<file path="src/rtl/multiplicador.sv">
// Sequential shift-and-add unsigned multiplier with init/done handshake.
// Optional build macro MULT_ZERO_SKIP_EN: a zero operand bypasses CALC and finishes straight away.
module multiplicador #(
    parameter int unsigned WIDTH = 4
) (
    input  logic               clk,
    input  logic               rst_n,
    input  logic               init,
    input  logic [WIDTH-1:0]   mcand,
    input  logic [WIDTH-1:0]   mplier,
    output logic [2*WIDTH-1:0] producto,
    output logic               busy,
    output logic               done
);

    localparam int unsigned CntW = $clog2(WIDTH + 1);

    typedef enum logic [1:0] {StIdle, StLoad, StCalc, StEnd} state_e;

    state_e             state_q, state_d;
    logic [2*WIDTH-1:0] acc_q, acc_d;
    logic [2*WIDTH-1:0] a_q, a_d;
    logic [WIDTH-1:0]   b_q, b_d;
    logic [CntW-1:0]    cnt_q, cnt_d;
    logic [2*WIDTH-1:0] producto_q, producto_d;
    logic               done_q, done_d;

    always_comb begin
        state_d    = state_q;
        acc_d      = acc_q;
        a_d        = a_q;
        b_d        = b_q;
        cnt_d      = cnt_q;
        producto_d = producto_q;
        done_d     = 1'b0;
        unique case (state_q)
            StIdle: begin
                if (init) begin
                    state_d = StLoad;
                end
            end
            StLoad: begin
                a_d   = {{WIDTH{1'b0}}, mcand};
                b_d   = mplier;
                acc_d = '0;
                cnt_d = '0;
`ifdef MULT_ZERO_SKIP_EN
                if (mcand == '0 || mplier == '0) begin
                    state_d = StEnd;
                end else begin
                    state_d = StCalc;
                end
`else
                state_d = StCalc;
`endif
            end
            StCalc: begin
                // Full-width sum cannot overflow: (2^W-1)^2 < 2^(2W).
                if (b_q[0]) begin
                    acc_d = acc_q + a_q;
                end
                a_d   = a_q << 1;
                b_d   = b_q >> 1;
                cnt_d = cnt_q + CntW'(1);
                if (cnt_q == CntW'(WIDTH - 1)) begin
                    state_d = StEnd;
                end
            end
            StEnd: begin
                producto_d = acc_q;
                done_d     = 1'b1;
                state_d    = StIdle;
            end
            default: state_d = StIdle;
        endcase
    end

    always_ff @(posedge clk) begin
        if (!rst_n) begin
            state_q    <= StIdle;
            acc_q      <= '0;
            a_q        <= '0;
            b_q        <= '0;
            cnt_q      <= '0;
            producto_q <= '0;
            done_q     <= 1'b0;
        end else begin
            state_q    <= state_d;
            acc_q      <= acc_d;
            a_q        <= a_d;
            b_q        <= b_d;
            cnt_q      <= cnt_d;
            producto_q <= producto_d;
            done_q     <= done_d;
        end
    end

    assign producto = producto_q;
    assign done     = done_q;
    assign busy     = (state_q != StIdle);

endmodule

</file>
<file path="config.mk">
export PLATFORM = sky130hd
export DESIGN_NAME = multiplicador
export DESIGN_NICKNAME = d
export VERILOG_FILES = /design/src/rtl/multiplicador.sv
export SDC_FILE = /design/constraint.sdc
export NUM_CORES = 1
export LEC_CHECK = 0
export ABC_AREA = 0
export CORE_ASPECT_RATIO = 0.9
export CORE_UTILIZATION = 53
export DETAILED_ROUTE_END_ITERATION = 8
export PLACE_DENSITY = 0.79
export REMOVE_ABC_BUFFERS = 1
export SETUP_SLACK_MARGIN = 0.1
export SLEW_MARGIN = 10
export SYNTH_ARGS = -nofsm -noshare
export SYNTH_HDL_FRONTEND = slang
export SYNTH_SLANG_ARGS = --single-unit
export TNS_END_PERCENT = 1
</file>
<file path="constraint.sdc">
create_clock -name clk -period 2 [get_ports clk]
set_input_delay 0.2 -clock clk [delete_from_list [all_inputs] [get_ports clk]]
set_output_delay 0.2 -clock clk [all_outputs]
set_load 0.02 [all_outputs]
</file>
* Word-level counts from Yosys, hierarchy flattened
Cells that the tools add are included.
** Cells by class
- Equality and inequality tests :: 7
- Add/sub/neg operators :: 2
- Reductions and logical operators :: 5
- Muxes and demuxes :: 9
** Operators by type and width (number)
- $pmux W8 S2 :: 2
- $add A8 B8 Y8 :: 1
- $mux W8 :: 1
- $pmux W2 S4 :: 1
- $pmux W4 S2 :: 1
- $ne A2 B2 Y1 const B :: 3
- $pmux W3 S2 :: 1
- $eq A2 B2 Y1 const B :: 2
- $mux W2 :: 2
- $reduce_and A2 Y1 :: 2
- $reduce_bool A2 Y1 :: 2
- $add A3 B1 Y3 const B :: 1
- $eq A3 B2 Y1 const B :: 1
- $eq A2 B1 Y1 const B :: 1
- $logic_not A2 Y1 :: 1
- $mux W1 :: 1
** Word-level totals
- Bits in registers :: 34
- Output and inout bits :: 10

* Logic depth before layout (Yosys ltp)
Gate-level depths: netlist of run 1.
- Word-level depth :: 3
- Gate-level depth with buffers :: 8
- Mapped depth without buffers :: 7

* Worst setup path after synthesis of run 1
No wires, ideal clock.
- Path type :: register -> register
- Start point :: register acc_q[0]
- End point :: register acc_q[6]
- Data arrival time :: 1.580 ns
- Path slack :: 0.298 ns
- Buffers on the path :: 0
- Cell stages (with the launch flop) :: 8
- Required time :: 1.878 ns
- Cell sequence :: dfxtp_1 ha_1 fa_1 a21o_1 a211oi_1 o21ai_1 xnor2_1 o21ai_0
** Between the ends
- Longest elaborated chain between the ends :: 3
** RTL lines
- start, declared :: RTL line 21 : logic [2*WIDTH-1:0] acc_q, acc_d;
- start signal, assigned :: RTL line 81 : acc_q <= '0;
- start signal, assigned :: RTL line 89 : acc_q <= acc_d;
- $add A8 B8 Y8 :: RTL line 60 : acc_d = acc_q + a_q;
- $mux W8 :: RTL line 59 : if (b_q[0]) begin
- $pmux W8 S2 :: RTL line 36 : unique case (state_q)
No other way between the ends. The select of a mux whose other input is x is not followed.
A chain may end at the register's enable or synchronous reset.

* Final worst setup path of run 1
Same ends and word-level chain as after synthesis.

==> metrics, run 1 <==
status finished, final reports clean; die width approximately 63 µm; hpwl dp roughly 2400 µm; Num CTS Buffers 5; Final Max Tran Viols 0; Skew-Pair Late Insertion Delay 0.34 ns; routed vias/inst approximately 5.4; period utilization about nine tenths; Cell Pwr Density roughly 880 nW/µm²; fraction of layout cells with a size suffix above 1 between 9 and 10%; commonest non-fill, non-tap cell in the layout dfxtp_1; Initial Util 56.5%; clock root cell clkbuf_4; Site Rows 19; Seq cells post-synth 34; largest net degree at the start of global routing 17; Die Area between 3000 and 4000 µm²; CP Launch Type register; Worst Hold Class input port to register; core area slightly above 3000 µm²; Seq/Total Area, Yosys between 30 and 40%; # diodes 0; routing usage on met3 5.49%; RSZ-0062 raised after global routing false; Top-Level Pins 21; Buffers on Ports 20; clock transition at the registers of the reported paths roughly 0.1 ns; CTS max path bufs 2; aggregate routed wire length about 3200 µm; Ys Warns 0; nets ~230; final setup margin about 0.18 ns; Final setup viols 0; met1 Use GR between 20% and 30%; hold_ws about 0.46 ns; GPL Wtd Cong roughly 0.86; Leak Pwr ~0.84 nW; 1st-pass router iterations 4; # H-tree levels 2; CTS tree yes; WP data required ~2.2 ns; GR met2 Demand/Resource between 30% and 40%; final cell count without fillers roughly 250; peak supply drop 0.000788 V; grt ovf 0; main flop type after synthesis dfxtp_1; crit path kind register to register; post-route ant nets 0; Post-synth ARST share 0%; Critical Path Slowest Stage Cell fa_2; clk sinks 34; drc violations 0; Slew Limit Headroom about 64%; crit-path max FO 3; Crit path arrival time about 2.1 ns; Worst-Margin Slew approximately 0.53 ns; Crit. End Element register; FMAX 0.550 GHz; die height approximately 56 µm; initial antenna violation count 0; TNS Setup 0 ns; vias in the first global route ~1.4k; DR iter-0 viols 50; pre-CTS setup slack 0.171 ns; post-synthesis cell type count 32; EDFF count, synth 0; Gate Count Post-Synth around 180; Vias 1324; Critical Path Max Stage Delay 0.40 ns; Netlist Area Pre-Place 1750 µm²; first-pass GRT wire length roughly 5800 µm; most frequent cells in the layout dfxtp_1, clkdlybuf4s50_1, nor2b_1, mux2i_1, nand2_1; All-Layer GR Usage 20.7%; clk_skew 0.00683 ns; drt wl/cell ~13 µm; critical-path cell list ha_2, fa_2, a21o_1, a211oi_2, o21ai_1, xnor2_1, o21ai_0; Mapped Avg Cell Area 9.65 µm²; Layout area overhead 17.6%; GRT busiest layer met2; # Max-Cap Violations 0; final hold vios 0; total power about 0.0018 W; Tmin final between 1.5 and 2 ns; dpl cells 239
layout make-up:
type | instances | area, µm²
Fill cell | 261 | 1040
Multi-Input combinational cell | 131 | 1000
Sequential cell | 34 | 682
Timing Repair Buffer | 26 | 244
Tap cell | 42 | 52.6
Clock buffer | 7 | 45.0
Inverter | 7 | 26.3
sequential cells by signal (all words and copies together), names as in the netlist:
signal	flops
a_q	8
state_q	2
done	1
acc_q	8
producto	8
cnt_q	3
b_q	4
worst paths after layout:
kind | from | end | slack, ns | cells past startpoint
worst max-delay path | acc_q[0]$_SDFFE_PN0P_ | acc_q[6]$_SDFFE_PN0P_ | 0.18 | 7
worst min-delay path | mplier[3] | b_q[3]$_SDFFE_PN0P_ | 0.46 | 3
worst max register to register | acc_q[0]$_SDFFE_PN0P_ | acc_q[6]$_SDFFE_PN0P_ | 0.18 | 7
worst min register to register | b_q[1]$_SDFFE_PN0P_ | b_q[1]$_SDFFE_PN0P_ | 0.49 | 1
critical path: cells and delay by family (launching register included):
family | cells | cell delay (ns)
adders and majority gates | 2 | 0.60
xor gates and xnor gates | 1 | 0.17
DFF | 1 | 0.34
AOI/OAI and AO/OA | 4 | 0.60
cells by family after synthesis:
| family | Yosys count | synth area share (%) |
|---|---|---|
| compound gates | 40 | 16.8 |
| mux | 17 | 9.74 |
| buf+inv | 16 | 4.15 |
| xor+xnor | 6 | 3.01 |
| fa+ha+maj | 15 | 11.2 |
| flops | 34 | 39.0 |
| simple gates | 53 | 16.1 |
stage by stage:
step           utilization [%]  cell area [µm²]
2_1_floorplan                -             1700
3_3_place_gp              64.4             1990
3_5_place_dp              64.4             1990
4_1_cts                   65.8             2030
5_1_grt                   66.4             2050
6_report                  66.4             2050
cells in the mapped netlist, types with 3 or more instances:
| cell type | instances | area share, % |
|---|---|---|
| o211a_1 | 7 | 4.0 |
| a22oi_1 | 3 | 1.3 |
| xnor2_1 | 3 | 1.5 |
| mux2i_1 | 17 | 9.7 |
| nand2b_1 | 5 | 1.8 |
| ha_1 | 14 | 10 |
| dfxtp_1 | 34 | 39 |
| a21boi_0 | 5 | 2.1 |
| nor2b_1 | 17 | 6.1 |
| and2_1 | 4 | 1.4 |
| a21oi_1 | 7 | 2.0 |
| clkbuf_1 | 4 | 0.86 |
| nor2_1 | 5 | 1.1 |
| nand3_1 | 5 | 1.4 |
| inv_1 | 7 | 1.5 |
| nand2_1 | 15 | 3.2 |
| o21ai_0 | 7 | 2.0 |
| buf_2 | 4 | 1.1 |
| xor2_1 | 3 | 1.5 |
metal layers:
metal / vias to the layer above / part of all wire [%]
li1: 668 / -
met1: 627 / 48
met2: 23 / 47
met3: 6 / 3.4
met4: 0 / 1.5
met5: - / 0
report_power, final:
| group | internal, W | total [W] | switching, W |
|---|---|---|---|
| Sequential | 0.000758 | 0.000826 | 0.0000679 |
| Combinational | 0.000290 | 0.000627 | 0.000337 |
| Clock | 0.000132 | 0.000353 | 0.000220 |
| Total | 0.00118 | 0.00181 | 0.000625 |
what timing repair did:
| action | 4_1_cts | 5_1_grt |
|---|---|---|
| hold buffers | 0 | 0 |
| setup buffers | 0 | 1 |
| pin swaps | 0 | 2 |
| resized for setup | 1 | 4 |
| setup endpoints to repair | 1 | 1 |
(Power assumes the default switching activity.)
==> run 2: changes to the inputs <==
Settings changed: CORE_MARGIN set to 4, CORE_UTILIZATION 53 to 49, PLACE_DENSITY 0.79 to 0.77.
Clock period 2 ns to 1.5 ns, I/O delays scaled along.
==> metrics, run 2 (synthesis gave the netlist of run 1 again) <==
most frequent cells in the layout dfxtp_1, mux2i_1, nor2b_1; DR iter-0 viols 50 (unchanged); dpl cells 251 (+5.0%); post-route ant nets 0 (unchanged); Logic pwr share 36.7% (+2.0 points); Top-Level Pins 21 (unchanged); initial antenna violation count 0 (unchanged); Buffers on Ports 20 (unchanged); Critical Path Slowest Stage Cell dfxtp_2; kind of cell adding the most delay to the critical path compound AO/OA/AOI/OAI gates; Critical Path Max Stage Delay 0.34 ns (-0.06 ns); clock root cell clkbuf_8; Final setup viols 3 (+3); first-pass GRT wire length 6310 µm (+8.8%); crit path kind register to register; CP Launch Type register; drc violations 0 (unchanged); worst hold stages 2 (-1); vias in the first global route 1450 (+3.7%); All-Layer GR Usage 17.6% (-3.1 points); final hold vios 0 (unchanged); 1st-pass router iterations 4 (unchanged); Crit path arrival time 1.85 ns (-0.20 ns); die width 70.9 µm (+13%); WP depth 7 (unchanged); Reg2Reg Depth 7 (unchanged); Vias 1346 (+1.7%); cell mode on critical path o21ai_1; final core occ 64.9% (-1.6 points); failing checks setup timing; aggregate routed wire length 3530 µm (+12%); status finished, violations left; grt ovf 0 (unchanged); worst path bufs/invs 0 (unchanged); pre-CTS setup slack -0.323 ns (-0.494 ns); drt wl/cell 13.7 µm (+7.2%); Initial Util 51.3% (-5.2 points); Post CTS Setup Buffer Count 0 (unchanged); clock transition at the registers of the reported paths 0.06 ns (-0.04 ns); sw power 0.000905 W (+45%); GPL Wtd Cong 0.840 (-2.5%); TNS Setup -0.334 ns (-0.334 ns); commonest non-fill, non-tap cell in the layout dfxtp_1; # Max-Cap Violations 0 (unchanged); critical-path cell list ha_4, fa_2, a21o_1, a211oi_2, o21ai_1, xnor2_1, o21ai_1; Tmin final 1.67 ns (-0.146 ns); Layout area overhead 26.4%; clk_skew 0.00587 ns (-0.000963 ns); CTS tree yes; # H-tree levels 2 (unchanged); Slew Limit Headroom 81.3% (+17 points); RSZ-0062 raised after global routing true; Worst Hold Class register to register; nets 240 (+3.9%); # diodes 0 (unchanged); crit-path max FO 2 (-1); die height 64.6 µm (+14%); Skew-Pair Late Insertion Delay 0.28 ns (-0.06 ns); CTS max path bufs 2 (unchanged); largest net degree at the start of global routing 30 (+13); clk sinks 34 (unchanged); Leak Pwr 0.986 nW (+18%); Die Area 4590 µm² (+30%); routed vias/inst 5.24 (-2.3%); flop2flop setup slack -0.17 ns (-0.35 ns); clock share of power 23.7% (+4.2 points); period utilization 111% (+21 points); Worst-Margin Slew 0.280 ns (-0.254 ns); WP data required 1.68 ns (-0.55 ns); Num CTS Buffers 5 (unchanged); peak supply drop 0.000829 V (+5.2%); final cell count without fillers 257 (+4.0%); switching part of the total 32.6% (-2.1 points); FMAX 0.598 GHz (+8.7%); Int Power 0.00187 W (+59%); final setup margin -0.172 ns (-0.354 ns); fraction of layout cells with a size suffix above 1 17.4% (+7.6 points); Cell Pwr Density 1260 nW/µm² (+43%); Final Max Tran Viols 0 (unchanged); Site Rows 20 (+1); hpwl dp 2630 µm (+11%); core area 3400 µm² (+10%); Crit. End Element register; power share of the sequential group 39.6% (-6.1 points)
==> run 2: changes by cell type in the layout (fill, tap and decap cells not counted), sizes merged <==
cell	previous run	this run
buf	6	16
clkbuf	7	6
clkdlybuf4s50	19	14
dlymetal6s2s	0	4
==> run 2: final timing paths <==
check / startpoint / to
worst max-delay path: a_q[0]$_SDFFE_PN0P_ / acc_q[6]$_SDFFE_PN0P_
worst min-delay path: acc_q[6]$_SDFFE_PN0P_ / acc_q[6]$_SDFFE_PN0P_
worst max register to register: a_q[0]$_SDFFE_PN0P_ / acc_q[6]$_SDFFE_PN0P_
worst min register to register: acc_q[6]$_SDFFE_PN0P_ / acc_q[6]$_SDFFE_PN0P_
==> run 2: worst register-to-register path: cells and delay by family, from the launching register on <==
| family | cells | cell delay (ns) |
|---|---|---|
| adder cells (fa/ha/maj) | 2 | 0.50 |
| flip-flops | 1 | 0.34 |
| AO/OA/AOI/OAI | 4 | 0.58 |
| XOR/XNOR | 1 | 0.15 |
==> run 2: layer usage <==
metal  wire length, µm  track usage (%)
met1              1540             19.2
met2              1720             30.1
met3               133             5.58
met4               134             9.62
met5                 0                0
==> run 2: per-stage QoR <==
stage          cell area, µm²  total power (W)  hold WS, ns
2_1_floorplan            1700          0.00170        0.265
3_3_place_gp             2080          0.00205        0.460
3_5_place_dp             2080          0.00210        0.471
4_1_cts                  2190          0.00279        0.486
5_1_grt                  2210          0.00296        0.495
6_report                 2210          0.00278        0.479
==> run 2: area by class of cell <==
cell class                      instances  area [µm²]
Tap cell                               44        55.1
Multi-Input combinational cell        131        1030
Timing Repair Buffer                   35         329
Fill cell                             294        1200
Clock buffer                            6        82.6
Sequential cell                        34         686
Inverter                                7        26.3
==> run 2: power groups by stage <==
stage,clock (W),combinational (W),sequential [W]
3_3_place_gp,0,0.000948,0.00110
6_report,0.000659,0.00102,0.00110
2_1_floorplan,0,0.000606,0.00110
5_1_grt,0.000727,0.00112,0.00111
4_1_cts,0.000678,0.00102,0.00110
3_5_place_dp,0,0.000992,0.00111
==> run 2: timing repair <==
action                                  in CTS  in global routing
hold buffers                                 0                  0
gates resized for setup                     13                 10
endpoints found under the setup margin      14                 24
hold endpoints to repair                     0                  0
pin swaps                                    3                  0
==> run 3: changes to the inputs <==
Settings changed: ABC_AREA 0 to 1, PLACE_DENSITY 0.77 to 0.83.
==> metrics, run 3 <==
status finished, final reports clean; met1 Use GR 20.6% (+1.4 points); Leak Pwr 1.01 nW (+2.4%); # diodes 0 (unchanged); Site Rows 19 (-5.0%); Final Max Tran Viols 0 (unchanged); crit-path max FO 4 (+2); Cell Pwr Density 1580 nW/µm² (+26%); TNS Setup 0 ns (+0.334 ns); pre-CTS setup slack -0.0215 ns (+0.302 ns); # hold bufs at CTS 0 (unchanged); Int Power 0.00206 W (+9.8%); Buffers on Ports 20 (unchanged); most frequent cells in the layout nand2_1, dfxtp_1, inv_1; sw power 0.00133 W (+47%); Mapped Avg Cell Area 7.22 µm² (-25%); final setup margin 0.0873 ns (+0.259 ns); Vias 1570 (+17%); GPL Wtd Cong 0.800 (-4.8%); clock share of power 20.3% (-3.4 points); Critical Path Max Stage Delay 0.39 ns (+0.05 ns); first-pass GRT wire length 6020 µm (-4.7%); CP Launch Type register; Num CTS Buffers 5 (unchanged); Netlist Area Pre-Place 1680 µm² (-3.7%); fraction of layout cells with a size suffix above 1 15.2% (-2.2 points); clk sinks 34 (unchanged); CTS tree yes; final cell count without fillers 305 (+19%); Seq cells post-synth 34 (unchanged); WP data required 1.73 ns (+0.05 ns); dpl cells 296 (+18%); Tmin final 1.41 ns (-0.259 ns); clock root cell clkbuf_8; power share of the sequential group 35.2% (-4.4 points); All-Layer GR Usage 17.1% (-0.50 points); GRT busiest layer met2; Initial Util 53.2% (+1.9 points); core area 3160 µm² (-7.1%); Seq/Total Area, Yosys 40.5% (+1.5 points); clk_skew 0.00460 ns (-0.00126 ns); post-synthesis cell type count 20 (-38%); clock transition at the registers of the reported paths 0.07 ns (about the same); Area contributors post-synth dfxtp_1, nand2_1, ha_1, a21oi_1, inv_1; RSZ-0062 raised after global routing true; total power 0.00339 W (+22%); Slew Limit Headroom 78.1% (-3.1 points); DR iter-0 viols 94 (+88%); drt wl/cell 11.9 µm (-13%); Gate Count Post-Synth 233 (+29%); Worst-Margin Slew 0.328 ns (+0.0475 ns); post-route ant nets 0 (unchanged); Post-synth ARST share 0% (unchanged); drc violations 0 (unchanged); Final setup viols 0 (-3); routed vias/inst 5.15 (-1.7%); vias in the first global route 1397 (-3.7%); aggregate routed wire length 3640 µm (+3.0%); hpwl dp 2580 µm (-1.9%); Worst Hold Class input port to register; Ys Warns 0 (unchanged); initial antenna violation count 0 (unchanged); Crit. End Element register; Logic pwr share 44.5% (+7.8 points); Top-Level Pins 21 (unchanged); crit path kind register to register; switching part of the total 39.2% (+6.7 points); hold_ws 0.436 ns (-0.0438 ns); post-synth top area share 40.5% (+1.5 points); main flop type after synthesis dfxtp_1; top-count cell post-synth nand2_1; largest net degree at the start of global routing 19 (-37%); nets 288 (+20%); critical-path cell list ha_4, fa_2, a21oi_2, nor2_1, nor2_1, nand2_1, a21oi_2; FMAX 0.708 GHz (+18%); GR met2 Demand/Resource 27.6% (-2.5 points); dominant cell type by area after synthesis dfxtp_1; final hold vios 0 (unchanged); flop2flop setup slack 0.09 ns (+0.26 ns); routing usage on met3 4.61% (-0.97 points); Die Area 4430 µm² (-3.3%); 1st-pass router iterations 5 (+1); Layout area overhead 27.2%; die width 69.8 µm (-1.7%); grt ovf 0 (unchanged); EDFF count, synth 0 (unchanged); Crit path arrival time 1.64 ns (-0.21 ns); # H-tree levels 2 (unchanged); die height 63.6 µm (-1.6%); commonest non-fill, non-tap cell in the layout nand2_1; peak supply drop 0.00127 V (+53%); # Max-Cap Violations 0 (unchanged); Skew-Pair Late Insertion Delay 0.29 ns (about the same); Critical Path Slowest Stage Cell fa_2; CTS max path bufs 2 (unchanged); period utilization 94.2% (-17 points); synth cell count leaders nand2_1, dfxtp_1, inv_1
run 3: worst max-delay path, delay by kind of cell, from the launching register on:
family                   cells  cell delay, ns
adder cells (fa/ha/maj)      2            0.55
flip-flops                   1            0.34
AO/OA/AOI/OAI                2            0.24
AND/OR/NAND/NOR              3            0.21
run 3: cells by family after synthesis:
family / after synthesis / share of synthesized area (%)
fa+ha+maj: 15 / 11.6
buf+inv: 38 / 8.93
flops: 34 / 40.5
compound gates: 44 / 14.6
simple gates: 101 / 23.9
xor+xnor: 1 / 0.521
run 3: worst paths after layout:
path	to	startpoint	cells past startpoint
worst min-delay path	b_q[3]$_SDFFE_PN0P_	mplier[3]	3
worst min register to register	cnt_q[1]$_SDFFE_PN0P_	cnt_q[1]$_SDFFE_PN0P_	2
worst max-delay path	acc_q[4]$_SDFFE_PN0P_	a_q[0]$_SDFFE_PN0P_	7
worst max register to register	acc_q[4]$_SDFFE_PN0P_	a_q[0]$_SDFFE_PN0P_	7
run 3: area by class of cell:
type / instances / area [µm²]
Sequential cell: 34 / 692
Multi-Input combinational cell: 161 / 920
Clock buffer: 7 / 86.3
Tap cell: 42 / 52.6
Clock inverter: 1 / 5.00
Timing Repair Buffer: 26 / 246
Inverter: 33 / 129
Timing Repair inverter: 1 / 7.51
Fill cell: 260 / 1020
run 3: timing repair:
action | in CTS | in global routing
endpoints found under the setup margin | 15 | 26
resized for setup | 8 | 22
pin swaps | 0 | 6
cloned | 1 | 0
setup buffers | 0 | 0
run 3: through the flow:
step           area [µm²]  util (%)
2_1_floorplan        1660         -
4_1_cts              2080      65.7
6_report             2140      67.6
3_5_place_dp         1950      61.8
3_3_place_gp         1950      61.8
5_1_grt              2140      67.6
run 3: per-layer routing:
layer | vias to the layer above | share of wire (%)
met5 | - | 0
met2 | 43 | 45
li1 | 810 | -
met3 | 5 | 6.8
met1 | 712 | 46
met4 | 0 | 1.5
run 3: power groups by stage:
| stage | logic, W | clock network, W | registers (W) |
|---|---|---|---|
| floorplan | 0.000780 | 0 | 0.00122 |
| global placement | 0.00126 | 0 | 0.00117 |
| detailed placement | 0.00130 | 0 | 0.00118 |
| CTS | 0.00138 | 0.000700 | 0.00117 |
| global route | 0.00166 | 0.000740 | 0.00121 |
| finish | 0.00151 | 0.000687 | 0.00119 |
